**src/rtl/seg7_scan_driver.sv**
```systemverilog
// Time-multiplexed seven-segment scan driver with PWM brightness,
// frame-synchronous input snapshot and leading-zero suppression.
module seg7_scan_driver #(
    parameter int DIGITS   = 4,
    parameter int TICK_DIV = 10000,
    parameter int BRIGHT_W = 4
) (
    input  logic                  clkin,
    input  logic                  reset,
    input  logic [4*DIGITS-1:0]   value,
    input  logic [DIGITS-1:0]     dp_in,
    input  logic [DIGITS-1:0]     blank_mask,
    input  logic                  lzs_en,
    input  logic [BRIGHT_W-1:0]   brightness,
    output logic [DIGITS-1:0]     an,
    output logic [6:0]            seg,
    output logic                  dp,
    output logic                  frame_done
);

    localparam int PW = (TICK_DIV > 1) ? $clog2(TICK_DIV) : 1;
    localparam int DW = (DIGITS > 1) ? $clog2(DIGITS) : 1;
    localparam logic [PW-1:0] PRE_MAX = PW'(TICK_DIV - 1);
    localparam logic [DW-1:0] DIG_MAX = DW'(DIGITS - 1);
    localparam logic [BRIGHT_W-1:0] SUB_MAX = '1;

    logic [PW-1:0]       r_pre;
    logic [BRIGHT_W-1:0] r_sub;
    logic [DW-1:0]       r_digit;
    logic [4*DIGITS-1:0] r_value;
    logic [DIGITS-1:0]   r_dp_snap;
    logic [DIGITS-1:0]   r_blank;
    logic                r_lzs;
    logic                r_loaded;
    logic [DIGITS-1:0]   r_an;
    logic [6:0]          r_seg;
    logic                r_dp;
    logic                r_frame_done;

    logic                w_tick;
    logic                w_slot_end;
    logic                w_boundary;
    logic                w_load;
    logic [3:0]          w_nib;
    logic [DIGITS-1:0]   w_hi_zero;
    logic                w_supp;
    logic                w_lit;
    logic [DIGITS-1:0]   w_an;

    function automatic logic [6:0] f_glyph(input logic [3:0] n);
        logic [6:0] g;
        case (n)
            4'h0:    g = 7'b1000000;
            4'h1:    g = 7'b1111001;
            4'h2:    g = 7'b0100100;
            4'h3:    g = 7'b0110000;
            4'h4:    g = 7'b0011001;
            4'h5:    g = 7'b0010010;
            4'h6:    g = 7'b0000010;
            4'h7:    g = 7'b1111000;
            4'h8:    g = 7'b0000000;
            4'h9:    g = 7'b0010000;
            4'hA:    g = 7'b0001000;
            4'hB:    g = 7'b0000011;
            4'hC:    g = 7'b1000110;
            4'hD:    g = 7'b0100001;
            4'hE:    g = 7'b0000110;
            default: g = 7'b0001110;
        endcase
        return g;
    endfunction

    assign w_tick     = (r_pre == PRE_MAX);
    assign w_slot_end = w_tick && (r_sub == SUB_MAX);
    assign w_boundary = w_slot_end && (r_digit == DIG_MAX);
    assign w_load     = w_boundary || !r_loaded;
    assign w_nib      = r_value[{r_digit, 2'b00} +: 4];
    assign w_an       = ~(DIGITS'(1) << r_digit);

    // w_hi_zero[k]: snapshot nibbles k..DIGITS-1 are all zero
    always_comb begin
        logic acc;
        acc = 1'b1;
        w_hi_zero = '0;
        for (int k = DIGITS - 1; k >= 0; k--) begin
            acc = acc && (r_value[4*k +: 4] == 4'h0);
            w_hi_zero[k] = acc;
        end
    end

    assign w_supp = r_lzs && (r_digit != '0) && w_hi_zero[r_digit];
    assign w_lit  = (r_sub != '0) && (r_sub <= brightness)
                    && !r_blank[r_digit] && !w_supp;

    always_ff @(posedge clkin) begin
        if (reset) begin
            r_pre        <= '0;
            r_sub        <= '0;
            r_digit      <= '0;
            r_loaded     <= 1'b0;
            r_frame_done <= 1'b0;
        end else begin
            r_loaded     <= 1'b1;
            r_frame_done <= w_boundary;
            r_pre        <= w_tick ? '0 : r_pre + PW'(1);
            if (w_tick) begin
                r_sub <= r_sub + BRIGHT_W'(1);
            end
            if (w_slot_end) begin
                r_digit <= (r_digit == DIG_MAX) ? '0 : r_digit + DW'(1);
            end
        end
    end

    always_ff @(posedge clkin) begin
        if (reset) begin
            r_value   <= '0;
            r_dp_snap <= '0;
            r_blank   <= '0;
            r_lzs     <= 1'b0;
        end else if (w_load) begin
            r_value   <= value;
            r_dp_snap <= dp_in;
            r_blank   <= blank_mask;
            r_lzs     <= lzs_en;
        end
    end

    always_ff @(posedge clkin) begin
        if (reset || !w_lit) begin
            r_an  <= '1;
            r_seg <= '1;
            r_dp  <= 1'b1;
        end else begin
            r_an  <= w_an;
            r_seg <= f_glyph(w_nib);
            r_dp  <= ~r_dp_snap[r_digit];
        end
    end

    assign an         = r_an;
    assign seg        = r_seg;
    assign dp         = r_dp;
    assign frame_done = r_frame_done;

endmodule

```
**config.mk**
```make
export PLATFORM = sky130hd
export DESIGN_NAME = seg7_scan_driver
export DESIGN_NICKNAME = d
export VERILOG_FILES = /design/src/rtl/seg7_scan_driver.sv
export SDC_FILE = /design/constraint.sdc
export NUM_CORES = 1
export LEC_CHECK = 0
export ABC_AREA = 1
export CAP_MARGIN = 10
export CORE_ASPECT_RATIO = 0.8
export CORE_UTILIZATION = 40
export CTS_CLUSTER_SIZE = 8
export DETAILED_ROUTE_END_ITERATION = 8
export GPL_TIMING_DRIVEN = 0
export PLACE_DENSITY = 0.62
export RECOVER_POWER = 50
export SLEW_MARGIN = 5
export SYNTH_ARGS = -nofsm -noshare
export SYNTH_HDL_FRONTEND = slang
export SYNTH_SLANG_ARGS = --single-unit
```
**constraint.sdc**
```tcl
create_clock -name clkin -period 3.7 [get_ports clkin]
set_clock_uncertainty 0.1 [all_clocks]
set_input_delay 0.925 -clock clkin [delete_from_list [all_inputs] [get_ports clkin]]
set_output_delay 0.925 -clock clkin [all_outputs]
set_load 0.1 [all_outputs]
```
Yosys cells after proc, flatten, opt, wreduce, memory -nomap -nowiden
Memories as Yosys holds them, arrays and structs flattened. A register that Yosys moved wholly into a read port is not among the register bits.
Index checks and enable logic that the tools add are counted.
- add/sub/neg operators: 3
- $lt $le $gt $ge: 2
- eq/ne operators: 3
- shifts and indexed selects: 2
- mux-type cells: 8
- bitwise logic cells: 2
- reductions and logical operators: 23
- operators by type and width (kind ; number):
    4-bit logical NOT ; 4
    16-bit by 5-bit variable part select with 4-bit output ; 1
    14-bit by 1-bit adder with 14-bit output (second input constant) ; 1
    14-bit equality test (second input constant) ; 1
    1-bit logical AND ; 10
    1-bit binary-select mux with 2-bit select ; 3
    4-bit by 1-bit adder with 4-bit output (second input constant) ; 1
    4-bit equality test (second input constant) ; 1
    4-bit less-or-equal comparator ; 1
    1-bit logical NOT ; 4
    1-bit 2-to-1 mux ; 4
    4-bit NOT ; 1
    4-bit nonzero test ; 1
    1-bit by 2-bit left shift with 4-bit output (first input constant) ; 1
    2-bit by 3-bit less-than comparator with 1-bit output (second input constant) ; 1
    2-bit by 1-bit adder with 2-bit output (second input constant) ; 1
    2-bit equality test (second input constant) ; 1
    1-bit logical OR ; 2
    2-bit 2-to-1 mux ; 1
    2-bit nonzero test ; 1
    2-bit OR reduction ; 1
    1-bit NOT ; 1
- bits in registers: 52
- bits in read-only memories: 112
- output and inout bits: 13
- word-level logic and storage cells: 55
- memories: 1
- memory list (name ; words ; width ; rd ports ; clocked after memory_dff ; wr ports ; line ; RTL):
    (no name shown) ; 16 ; 7 ; 1 ; 1 ; 0 ; 52 ; case (n)

Logic depth before layout (Yosys ltp)
Gate-level depths: netlist (run 1).
- word-level depth: 11
- depth in mapped cells: 14

Worst setup path after synthesis (run 1)
OpenSTA, ideal clock, no wires.
- path type: input -> register
- start point: in brightness[1]
- end point: reg r_an[3] (netlist: an[3])
- data arrival time: 1.927 ns
- data required time: 3.481 ns
- slack: 1.554 ns
- cell stages on the path: 11
- path through: inv_1 -> ha_1 -> inv_1 -> nor2_1 -> o21ai_0 -> nand2_1 -> nand2_1 -> nand2_1 -> nor2_2 -> buf_4 -> nand2_1
- cells in the longest elaborated chain, start to end: 6
- RTL lines (what ; line ; RTL):
    from (decl) ; 14 ; input logic [BRIGHT_W-1:0] brightness,
    4-bit less-or-equal comparator ; 92 ; assign w_lit = (r_sub != '0) && (r_sub <= brightness)
    1-bit logical AND ; 92 ;
    1-bit logical AND (2 in a row) ; 93 ; && !r_blank[r_digit] && !w_supp;
    1-bit logical NOT ; 130 ; if (reset || !w_lit) begin
    1-bit logical OR ; 130 ;
    to (signal assigned) ; 135 ; r_an <= w_an;
    to (decl) ; 35 ; logic [DIGITS-1:0] r_an;
No other way between the ends.
A chain may end at the register's enable or synchronous reset.

Final worst setup path (run 1)
- start point: reg r_dp (netlist: dp)
- end point: out dp
- RTL lines (what ; line ; RTL):
    from (decl) ; 37 ; logic r_dp;
    from (signal assigned) ; 137 ; r_dp <= ~r_dp_snap[r_digit];
    to (decl) ; 17 ; output logic dp,
No word-level cell between the ends.

==> run metrics, run 1 <==
Critical Path AT between 1.5 and 2 ns; PwrDens 368 mW/mm²; setup TNS 0 ns; gpl congestion 0.816; Cell variety after synth 25; switching share of power 0.250; vias per cell around 4.6; core area 0.00746 mm²; gr ovfl total 0; Peak Freq 356 MHz; commonest cells after routing, fill and taps aside nand2_1 (116), dfxtp_1 (59), nor2_1 (57); reg2reg end seg[0]; post-route insts no fill roughly 620; DP HPWL 5.13 mm; worst setup path startpoint dp; Yosys warning count 0; slowest CP cell clkdlybuf4s50_1; RSZ-0062 raised after global routing false; Logic pwr share 0.108; total track usage 0.185; CTS tree yes; Pint 1050 µW; Worst Tran Pin Value 0.960 ns; Residual DRC 0; Flop pwr share 0.477; DIE HEIGHT 80.8 µm; cts bufs inserted 9; WP buf/inv 1; post-synthesis cell area 0.00311 mm²; status finished, final reports clean; Max FO, Critical Path 1; Post-Syn Nets 506; worst path cell trace clkdlybuf4s50_1; peak supply drop 0.182 mV; crit-path max cell delay 1.12 ns; worst r2r path cells 12; Mapped Cells ~460; Worst Setup EP dp; die area 0.00813 mm²; EDFF count, synth 0; final cycle utilization of the critical path 0.759; initial core utilization 0.416; FFs w/ async S/R, synth 0; Die Wd 101 µm; final hold vios 0; P&R area growth vs syn 23.0%; Core Rows 28; placed cell count 605; post-CTS resize count 0; First-pass DRT Iterations 4; Critical Path RT around 2.7 ns; final setup violation count 0; Yosys reg bits 59; Max Slew Vio Count 0; Setup crit end kind primary output; H-tree depth 3; ant diodes 0; ys flop type dfxtp_1; drt total wl 6.92 mm; r2r setup slk 1.58 ns; # nets final between 500 and 600; initial antenna violation count 0; commonest non-fill, non-tap cell in the layout nand2_1; Ports 44; Post-CTS Repair Setup Buffers 0; sw power 351 µW; Clock Tree Root clkbuf_8; DR WL/cell 11.1 µm; Slew HR 0.358; Worst-path clk slew 0.07 ns; CTS Sinks 59; WS Path Type reg2out; sequential area share after synthesis 0.380; Final ANT Viol Nets 0; Port Buffers 42; worst r2r src r_digit[0]; final core utilization 0.512; Final Critical Period 2.81 ns; routed vias 2863; Clock Path Buffers 2; # hold bufs at CTS 0; Clk pwr share 0.415; post-synthesis average cell area 6.78 µm²; first-pass GRT wire length 11.6 mm; Initial DRC Count about 170; Crit path depth 1; # fillers a little under 800; layout cells sized above 1 0.0601; vias in the first global route 2526; Max Cap Viol 0; clk_lat worst skew 0.34 ns; hold depth 1; CP Launch Type flip-flop; largest net degree at the start of global routing 12; cell leakage power 0.00166 µW; cell family with most CP delay buffers and inverters; Worst Hold Class reg2reg
[layer usage]
| metal | wire length, µm | GRT usage | vias up |
|---|---|---|---|
| met2 | 2700 | 0.281 | 65 |
| met3 | 384 | 0.0499 | 8 |
| met1 | 3730 | 0.254 | 1245 |
| met4 | 94 | 0.0652 | 0 |
| met5 | 0 | 0 | - |
| li1 | - | - | 1545 |
[cell usage after synthesis (4+ instances only)]
cell type | count | area, µm²
buf_6 | 5 | 56.3
clkbuf_1 | 7 | 26.3
dfxtp_1 | 59 | 1180
a21oi_1 | 43 | 215
ha_1 | 17 | 213
buf_4 | 4 | 30.0
nand3_1 | 50 | 250
xor2_1 | 6 | 52.6
nand2_1 | 115 | 432
o21ai_0 | 10 | 50.1
inv_1 | 55 | 206
buf_2 | 4 | 20.0
nor3_1 | 8 | 40.0
nor2_1 | 56 | 210
[metrics by stage]
stage | worst slack, ns | hold slack (ns) | cell area (µm²) | power, µW
after detailed placement | 0.914 | 0.344 | 3660 | 836
after CTS | 0.866 | 0.352 | 3850 | 1420
after global placement | 0.955 | 0.331 | 3660 | 834
after floorplan | 1.55 | 0.317 | 3110 | 779
final | 0.892 | 0.346 | 3820 | 1400
after global routing | 0.849 | 0.376 | 3820 | 1470
[cell families after synthesis]
kind of cell / after synthesis / share of synthesized area
XOR/XNOR: 6 / 0.0169
flip-flops: 59 / 0.380
AO/OA/AOI/OAI: 56 / 0.0906
AND/OR/NAND/NOR: 241 / 0.329
buffers and inverters: 79 / 0.115
adder cells (fa/ha/maj): 17 / 0.0685
[power by group through the flow]
stage          sequential, µW  combinational (µW)  clock (µW)
6_report                  670                 152         583
5_1_grt                   672                 175         626
4_1_cts                   669                 153         600
3_5_place_dp              684                 152           0
3_3_place_gp              683                 150           0
2_1_floorplan             680                99.0           0
[layout make-up]
cell class / count / area [µm²] / share of cell area
multi-input cells: 320 / 1550 / 0.406
flip-flops and latches: 59 / 1180 / 0.309
repair buffers: 42 / 420 / 0.110
inverters: 58 / 220 / 0.0576
clock buffers: 11 / 141 / 0.0370
well taps: 105 / 131 / 0.0344
plain buffers: 21 / 124 / 0.0324
clock inverters: 5 / 52.6 / 0.0138
[registers in the layout, summed over array words and instances (netlist names)]
signal	flops
an	4
dp	1
frame_done	1
r_blank	4
r_digit	2
r_dp_snap	4
r_loaded	1
r_lzs	1
r_pre	14
r_sub	4
r_value	16
seg	7
[worst min-delay path by stage]
| stage | start | to | slack, ns |
|---|---|---|---|
| after floorplan | r_pre[0] | r_pre[0] | 0.32 |
| after global placement | r_pre[0] | r_pre[0] | 0.33 |
| after detailed placement | r_pre[0] | r_pre[0] | 0.34 |
| after CTS | r_pre[0] | r_pre[0] | 0.35 |
| after global routing | r_pre[0] | r_pre[0] | 0.38 |
| final | r_pre[0] | r_pre[0] | 0.35 |
Note: power is estimated with default switching activity, not from simulation.
==> inputs of run 2 (changes only) <==
- clock period: 3.7 -> 2.72 ns (I/O delays scaled with it)
==> run metrics, run 2 (same netlist as run 1, synthesis figures left out) <==
status finished, final reports clean; Flop pwr share 0.476 (about the same); Critical Path AT 1.79 ns (about the same); initial antenna violation count 0 (unchanged); post-CTS resize count 0 (unchanged); gr ovfl total 0 (unchanged); switching share of power 0.251 (+0.00125); CTS Sinks 59 (unchanged); Core Rows 28 (unchanged); commonest non-fill, non-tap cell in the layout nand2_1; sw power 481 µW (+37%); Die Wd 101 µm (unchanged); # nets final 559 (unchanged); DIE HEIGHT 80.8 µm (unchanged); RSZ-0062 raised after global routing false; P&R area growth vs syn 22.9% (about the same); Critical Path RT 1.94 ns (-0.73 ns); Initial DRC Count 168 (-1.8%); Port Buffers 42 (unchanged); Worst Tran Pin Value 0.960 ns (unchanged); Max Slew Vio Count 0 (unchanged); final cycle utilization of the critical path 0.943; Min Hold Slack 0.347 ns (+0.000841 ns); peak supply drop 0.249 mV (+37%); core area 0.00746 mm² (unchanged); r2r setup slk 0.60 ns (-0.98 ns); Clock Path Buffers 2 (unchanged); CTS tree yes; Pint 1430 µW (+36%); DR WL/cell 11.2 µm (+0.17%); Clock Tree Root clkbuf_8; clk_lat worst skew 0.34 ns (about the same); cts bufs inserted 9 (unchanged); Final Critical Period 2.57 ns; Residual DRC 0 (unchanged); Logic pwr share 0.108 (about the same); Clk pwr share 0.416 (about the same); Peak Freq 390 MHz; H-tree depth 3 (unchanged); Ports 44 (unchanged); max FFs per register 16 (unchanged); crit-path max cell delay 1.12 ns (about the same); Worst-path clk slew 0.08 ns (about the same); First-pass DRT Iterations 4 (unchanged); cell family with most CP delay buffers and inverters; # fillers 779 (+0.13%); final hold vios 0 (unchanged); first-pass GRT wire length 11.6 mm (unchanged); Max Cap Viol 0 (unchanged); largest net degree at the start of global routing 12 (unchanged); CP Launch Type flip-flop; initial core utilization 0.416 (unchanged); vias per cell 4.61 (about the same); Post-CTS Repair Setup Buffers 0 (unchanged); slowest CP cell clkdlybuf4s50_1; most flop-heavy register r_value; Setup crit end kind primary output; die area 0.00813 mm² (unchanged); drt total wl 6.93 mm (+0.17%); Worst Hold Class reg2reg; commonest cells after routing, fill and taps aside nand2_1 (116), dfxtp_1 (59), nor2_1 (57); final setup violation count 0 (unchanged); total track usage 0.185 (unchanged); layout cells sized above 1 0.0562 (-0.00388); Final ANT Viol Nets 0 (unchanged); setup TNS 0 ns (unchanged); vias in the first global route 2526 (unchanged); Multi-input gate area 0.00155 mm² (unchanged); DP HPWL 5.13 mm (unchanged); WS Path Type reg2out; ant diodes 0 (unchanged); PwrDens 501 mW/mm² (+36%); worst path cell trace clkdlybuf4s50_1; routed vias 2864 (+0.035%); gpl congestion 0.816 (unchanged); WP buf/inv 1 (unchanged); # hold bufs at CTS 0 (unchanged); Max FO, Critical Path 1 (unchanged); Slew HR 0.358 (unchanged); cell leakage power 0.00165 µW (-0.13%); sequential standard cell area 0.00118 mm² (unchanged)
-- run 2: metrics by stage --
stage / worst slack, ns / power (µW) / utilization / area (µm²) / cells
CTS: 0.131 / 1930 / 0.516 / 3850 / 621
detailed placement: 0.179 / 1140 / 0.490 / 3660 / 605
floorplan: 0.819 / 1060 / - / 3110 / 458
global placement: 0.220 / 1130 / 0.490 / 3660 / 605
global route: 0.114 / 2000 / 0.512 / 3820 / 621
finish: 0.154 / 1910 / 0.512 / 3820 / 621
-- run 2: power groups by stage --
| stage | logic [µW] | registers, µW | clock network, µW |
|---|---|---|---|
| 2_1_floorplan | 135 | 925 | 0 |
| 3_3_place_gp | 205 | 930 | 0 |
| 3_5_place_dp | 207 | 930 | 0 |
| 4_1_cts | 208 | 910 | 816 |
| 5_1_grt | 238 | 914 | 851 |
| 6_report | 207 | 911 | 797 |
-- run 2: path summary, 6_finish.rpt --
path	start	depth (start not counted)	to
min	r_pre[0]	1	r_pre[0]
max	dp	1	dp
max reg2reg	r_digit[0]	12	seg[0]
min reg2reg	r_pre[0]	1	r_pre[0]
-- run 2: metal layers --
metal,global-route usage,wire [µm]
met2,0.281,2730
met5,0,0
met4,0.0652,94
met3,0.0499,438
met1,0.254,3670
-- run 2: layout make-up --
type	count	area share
inverter	58	0.0577
tap	105	0.0344
clock buffer	11	0.0370
buffer	21	0.0318
sequential	59	0.309
clock inverter	5	0.0138
multi-input combinational	320	0.406
timing repair buffer	42	0.110
